### src/rtl/io_uart_tx_port.sv
// Memory-mapped 8N1 UART transmitter for the stack-machine CPU I/O bus.
// The CPU pushes bytes into a small TX FIFO through the DATA register.
// It polls STATUS and sets the baud divisor through DIV.
// Outside its 16-byte address window the block returns 0 on io_rd_data,
// so the read buses of several peripherals can simply be OR-ed together.
module io_uart_tx_port #(
    parameter int               WIDTH       = 16,
    parameter logic [WIDTH-1:0] BASE_ADDR   = 16'h4000,
    parameter int               FIFO_DEPTH  = 4,
    parameter int               DEFAULT_DIV = 217
) (
    input  logic             clock,
    input  logic             reset,
    input  logic [WIDTH-1:0] io_addr,
    output logic [WIDTH-1:0] io_rd_data,
    input  logic             io_write,
    input  logic [WIDTH-1:0] io_wr_data,
    output logic             tx,
    output logic             tx_idle
);

    localparam int             PTR_W      = $clog2(FIFO_DEPTH);
    localparam int             CNT_W      = PTR_W + 1;
    localparam logic [CNT_W-1:0] FULL_COUNT = CNT_W'(FIFO_DEPTH);
    localparam logic [15:0]    RESET_DIV  = 16'(DEFAULT_DIV);

    typedef enum logic [1:0] {
        S_IDLE,
        S_START,
        S_DATA,
        S_STOP
    } state_t;

    // ---------------- address decode ----------------
    logic       sel;
    logic       reg_ok;
    logic [1:0] offset;
    logic       wr_data_en;
    logic       wr_status_en;
    logic       wr_div_en;

    assign sel          = (io_addr[WIDTH-1:4] == BASE_ADDR[WIDTH-1:4]);
    // io_addr[3:2] != 0 aliases are reserved and behave like offset 3
    assign reg_ok       = sel && (io_addr[3:2] == 2'b00);
    assign offset       = io_addr[1:0];
    assign wr_data_en   = io_write && reg_ok && (offset == 2'd0);
    assign wr_status_en = io_write && reg_ok && (offset == 2'd1);
    assign wr_div_en    = io_write && reg_ok && (offset == 2'd2);

    // ---------------- registers ----------------
    logic [15:0]      div_reg;
    logic             overflow_reg;

    logic [7:0]       fifo_mem [0:FIFO_DEPTH-1];
    logic [PTR_W-1:0] wr_ptr_reg;
    logic [PTR_W-1:0] rd_ptr_reg;
    logic [CNT_W-1:0] count_reg;
    logic             fifo_full;
    logic             fifo_empty;
    logic [7:0]       fifo_head;
    logic             push_ok;
    logic             pop;

    state_t           state_reg;
    state_t           state_next;
    logic [15:0]      baud_reg;
    logic [15:0]      baud_next;
    logic [2:0]       bit_idx_reg;
    logic [2:0]       bit_idx_next;
    logic [7:0]       shift_reg;
    logic [7:0]       shift_next;
    logic             tx_reg;
    logic             tx_next;
    logic             bit_done;
    logic             busy;

    assign fifo_full  = (count_reg == FULL_COUNT);
    assign fifo_empty = (count_reg == '0);
    assign fifo_head  = fifo_mem[rd_ptr_reg];
    // A full FIFO still accepts a byte when the FSM pops in the same cycle
    assign push_ok    = wr_data_en && (!fifo_full || pop);
    assign bit_done   = (baud_reg == 16'd1);
    assign busy       = (state_reg != S_IDLE);
    assign tx_idle    = !busy && fifo_empty;
    assign tx         = tx_reg;

    // Register read mux; everything unselected or reserved reads as zero
    always_comb begin
        io_rd_data = '0;
        if (reg_ok) begin
            case (offset)
                2'd1:    io_rd_data[3:0]  = {overflow_reg, fifo_full, fifo_empty, busy};
                2'd2:    io_rd_data[15:0] = div_reg;
                default: io_rd_data       = '0;
            endcase
        end
    end

    // Baud divisor; zero would stall the bit timer, so it is stored as one
    always_ff @(posedge clock or posedge reset) begin
        if (reset) begin
            div_reg <= RESET_DIV;
        end else if (wr_div_en) begin
            div_reg <= (io_wr_data[15:0] == 16'd0) ? 16'd1 : io_wr_data[15:0];
        end
    end

    // Sticky overflow: set on a dropped byte, cleared by writing STATUS bit 3
    always_ff @(posedge clock or posedge reset) begin
        if (reset) begin
            overflow_reg <= 1'b0;
        end else if (wr_data_en && fifo_full && !pop) begin
            overflow_reg <= 1'b1;
        end else if (wr_status_en && io_wr_data[3]) begin
            overflow_reg <= 1'b0;
        end
    end

    // FIFO storage; contents need no reset because count gates every read
    always_ff @(posedge clock) begin
        if (push_ok) begin
            fifo_mem[wr_ptr_reg] <= io_wr_data[7:0];
        end
    end

    // FIFO pointers and occupancy; pointers wrap naturally at FIFO_DEPTH
    always_ff @(posedge clock or posedge reset) begin
        if (reset) begin
            wr_ptr_reg <= '0;
            rd_ptr_reg <= '0;
            count_reg  <= '0;
        end else begin
            if (push_ok) begin
                wr_ptr_reg <= wr_ptr_reg + 1'b1;
            end
            if (pop) begin
                rd_ptr_reg <= rd_ptr_reg + 1'b1;
            end
            count_reg <= count_reg + CNT_W'(push_ok) - CNT_W'(pop);
        end
    end

    // TX FSM state, bit timer, shifter and registered serial output
    always_ff @(posedge clock or posedge reset) begin
        if (reset) begin
            state_reg   <= S_IDLE;
            baud_reg    <= 16'd0;
            bit_idx_reg <= 3'd0;
            shift_reg   <= 8'd0;
            tx_reg      <= 1'b1;
        end else begin
            state_reg   <= state_next;
            baud_reg    <= baud_next;
            bit_idx_reg <= bit_idx_next;
            shift_reg   <= shift_next;
            tx_reg      <= tx_next;
        end
    end

    // Next-state logic: the bit timer reloads from div_reg at every bit boundary
    always_comb begin
        state_next   = state_reg;
        baud_next    = baud_reg;
        bit_idx_next = bit_idx_reg;
        shift_next   = shift_reg;
        pop          = 1'b0;
        tx_next      = 1'b1;

        case (state_reg)
            S_IDLE: begin
                if (!fifo_empty) begin
                    pop          = 1'b1;
                    shift_next   = fifo_head;
                    baud_next    = div_reg;
                    bit_idx_next = 3'd0;
                    state_next   = S_START;
                end
            end
            S_START: begin
                if (bit_done) begin
                    baud_next    = div_reg;
                    bit_idx_next = 3'd0;
                    state_next   = S_DATA;
                end else begin
                    baud_next = baud_reg - 16'd1;
                end
            end
            S_DATA: begin
                if (bit_done) begin
                    baud_next  = div_reg;
                    shift_next = {1'b0, shift_reg[7:1]};
                    if (bit_idx_reg == 3'd7) begin
                        state_next = S_STOP;
                    end else begin
                        bit_idx_next = bit_idx_reg + 3'd1;
                    end
                end else begin
                    baud_next = baud_reg - 16'd1;
                end
            end
            S_STOP: begin
                if (bit_done) begin
                    if (!fifo_empty) begin
                        // back-to-back frame: no idle gap after the stop bit
                        pop          = 1'b1;
                        shift_next   = fifo_head;
                        baud_next    = div_reg;
                        bit_idx_next = 3'd0;
                        state_next   = S_START;
                    end else begin
                        baud_next  = 16'd0;
                        state_next = S_IDLE;
                    end
                end else begin
                    baud_next = baud_reg - 16'd1;
                end
            end
            default: begin
                state_next = S_IDLE;
            end
        endcase

        // The line level follows the state being entered, so tx is registered
        case (state_next)
            S_START: tx_next = 1'b0;
            S_DATA:  tx_next = shift_next[0];
            default: tx_next = 1'b1;
        endcase
    end

endmodule

### config.mk
export PLATFORM = sky130hd
export DESIGN_NAME = io_uart_tx_port
export DESIGN_NICKNAME = d
export VERILOG_FILES = /design/src/rtl/io_uart_tx_port.sv
export SDC_FILE = /design/constraint.sdc
export NUM_CORES = 1
export LEC_CHECK = 0
export CORE_ASPECT_RATIO = 0.8
export CORE_MARGIN = 5
export CORE_UTILIZATION = 40
export DETAILED_ROUTE_END_ITERATION = 8
export PLACE_DENSITY = 0.71
export SLEW_MARGIN = 20
export SYNTH_ARGS = -nofsm -noshare
export SYNTH_HDL_FRONTEND = slang
export SYNTH_SLANG_ARGS = --single-unit
### constraint.sdc
create_clock -name clock -period 7.84 [get_ports clock]
set_clock_uncertainty 0.1 [all_clocks]
set_input_delay 1.176 -clock clock [delete_from_list [all_inputs] [get_ports clock]]
set_output_delay 1.176 -clock clock [all_outputs]
set_load 0.01 [all_outputs]
==> impl_metrics.toml <==
[yosys]
netlist.area_leader.share = 0.269
yosys-top-cells-area = "dfrtp_1, edfxtp_1, ha_1, mux2_2, a21oi_1"
synthesis.nets = 462
ys_seq_area_frac = 0.519
synth-edff-count = 32
ys_seq_elements = 86
ys.warnings.count = 0
synth_largest_area_cell = "dfrtp_1"
synth_cell_types = 58
synth_ff_type = "dfrtp_1"
synthArstFlopShare = 0.628
syn_inst = 409
syn_area_um2 = 4470
synth_area_per_cell_um2 = 10.9

[routing]
dr.first_iter.drc_count = 268
vias = 3429
routed_wl_um = 10500
antenna_left = 0
drc = 0
vias_per_cell = 5.65
dr.pass1.iters = 5
avgRoutedWirePerCell_um = 17.3

[floorplan]
die_h_um = 105
io_pins = 53
rows = 34
dieArea_um2 = 13400
fp.dieW_um = 128
start_util = 0.410
core_area_um2 = 10900

[layout]
fill_cells = 978
layout-drive-gt1-share = 0.123
final_common_cell = "clkdlybuf4s50_1"
final_cell_mix = "clkdlybuf4s50_1, dfrtp_1, nand2_1"
largest_register_ffs = 32
syn2layout_area_growth_pct = 21.1
diodes = 0
fin_nets = 511

[clock_network]
cts_sinks = 86
cts.path.max_buffers = 2
htreeDepth = 3
postCtsHoldBufs = 0
root_buffer = "clkbuf_16"
cts_tree = "yes"
cts_buffers = 9
clk_latency_ns = 0.33
worst_setup_hold_path_clk_slew_ns = 0.06
cts_setup_buffers = 0
cts_resized = 0

[worst_setup_path]
cpMaxStageDelayCell = "clkdlybuf4s50_1"
crit_path_start_kind = "input port"
critPathKind = "input port to primary output"
cp_common_cell = "clkdlybuf4s50_1"
rrSetupSlack_ns = 4.05
cpPeakStageDelay_ns = 0.55
reg2reg_depth = 13
r2r_start = "baud_reg[1]"
end_kind = "primary output"
r2r_end = "count_reg[2]"
critPathArrivalTime_ns = 3.24
startpoint = "io_addr[8]"
worstPathMaxFanout = 14
required_ns = 6.56
setup.worst_path.end = "io_rd_data[1]"
path_cells = "clkdlybuf4s50_1 -> nor4_1 -> and4_1 -> nand2_1 -> nor2_1 -> clkdlybuf4s50_1"

[timing]
maxSlewViolCount = 0
finalSetupViolCount = 0
final-hold-violation-count = 0
min_period_ns = 4.51
slew_headroom = 0.456
tightest_slew_ns = 0.814
fmax_mhz = 222
post-route-period-util = 0.576
tns_ns = 0
setup_ws_ns = 3.33
rsz0062_at_grt = "false"

[grt]
track_usage = 0.163
grt_max_degree = 55
antenna_found_initial = 0
grt_pass1_vias = 3398
grt_pass1_wl_um = 17700
gr-total-overflow = 0

[pwr]
peakVddDrop_mv = 0.152
powerDensity_nw_per_um2 = 312
power.leakage_nw = 2.22

[placement]
numPortBuffers = 52
dp_slack_ns = 3.32
place_hpwl_um = 7480
place.gp.congestion = 0.833

[run]
cap_violations = 0

[outcome]
status = "finished, final reports clean"

[worst_hold_path]
hp-class = "flip-flop to flip-flop"
==> worst min-delay path by stage <==
stage,slack (ns),end,cells after the start,start
2_1_floorplan,0.35,overflow_reg,2,overflow_reg
3_3_place_gp,0.38,overflow_reg,2,overflow_reg
3_5_place_dp,0.39,bit_idx_reg[1],1,bit_idx_reg[1]
4_1_cts,0.40,overflow_reg,2,overflow_reg
5_1_grt,0.42,overflow_reg,2,overflow_reg
6_report,0.39,overflow_reg,2,overflow_reg
==> stage by stage <==
step                power [mW]  hold slack, ns  instance area (um^2)  utilization  std cells
global route              1.81           0.417                  5410        0.497        607
finish                    1.69           0.392                  5410        0.497        607
floorplan                 1.11           0.348                  4470            -        409
global placement          1.25           0.377                  5110        0.470        591
detailed placement        1.27           0.389                  5110        0.470        591
CTS                       1.69           0.403                  5410        0.497        607
==> cells by family after synthesis <==
family,Yosys count,share of synthesized area
multiplexers,31,0.0983
XOR/XNOR,9,0.0176
AND/OR/NAND/NOR,136,0.155
AO/OA/AOI/OAI,97,0.129
flip-flops,86,0.519
adder cells (fa/ha/maj),18,0.0521
buffers and inverters,32,0.0286
==> critical path: cells and delay by family <==
family                 cells  cell delay, ns
buffers and inverters      2            0.94
and+or+nand+nor            4            1.11
==> Yosys cell counts (6+ instances only) <==
cell type and n:
dfrtp_1 48, and3_1 12, nor2_1 34, o21ai_1 7
o21ai_0 21, o22ai_1 7, a21oi_1 37, nor4_1 10
dfstp_2 6, clkbuf_1 12, and2_1 6, inv_1 16
nor3_1 9, edfxtp_1 32, ha_1 17, mux2_2 18
nand2_1 41, xnor2_1 6, mux4_2 8
==> where the power goes <==
| part | switching (mW) | internal (mW) |
|---|---|---|
| registers | 0.0853 | 0.528 |
| logic | 0.376 | 0.284 |
| clock network | 0.167 | 0.247 |
| total | 0.629 | 1.06 |
==> layer usage <==
metal | routed length (um) | track usage
met2 | 5110 | 0.262
met3 | 591 | 0.0436
met5 | 0 | 0
met1 | 4760 | 0.225
met4 | 49 | 0.0326
==> final cells by class <==
class	instances	area, um^2	share of cell area
Sequential cell	86	2320	0.429
Multi-Input combinational cell	291	2020	0.373
Timing Repair Buffer	54	536	0.0990
Clock buffer	11	233	0.0430
Tap cell	144	180	0.0333
Clock inverter	5	60.1	0.0111
Inverter	16	60.1	0.0111
Power figures use the tool's default switching activity.
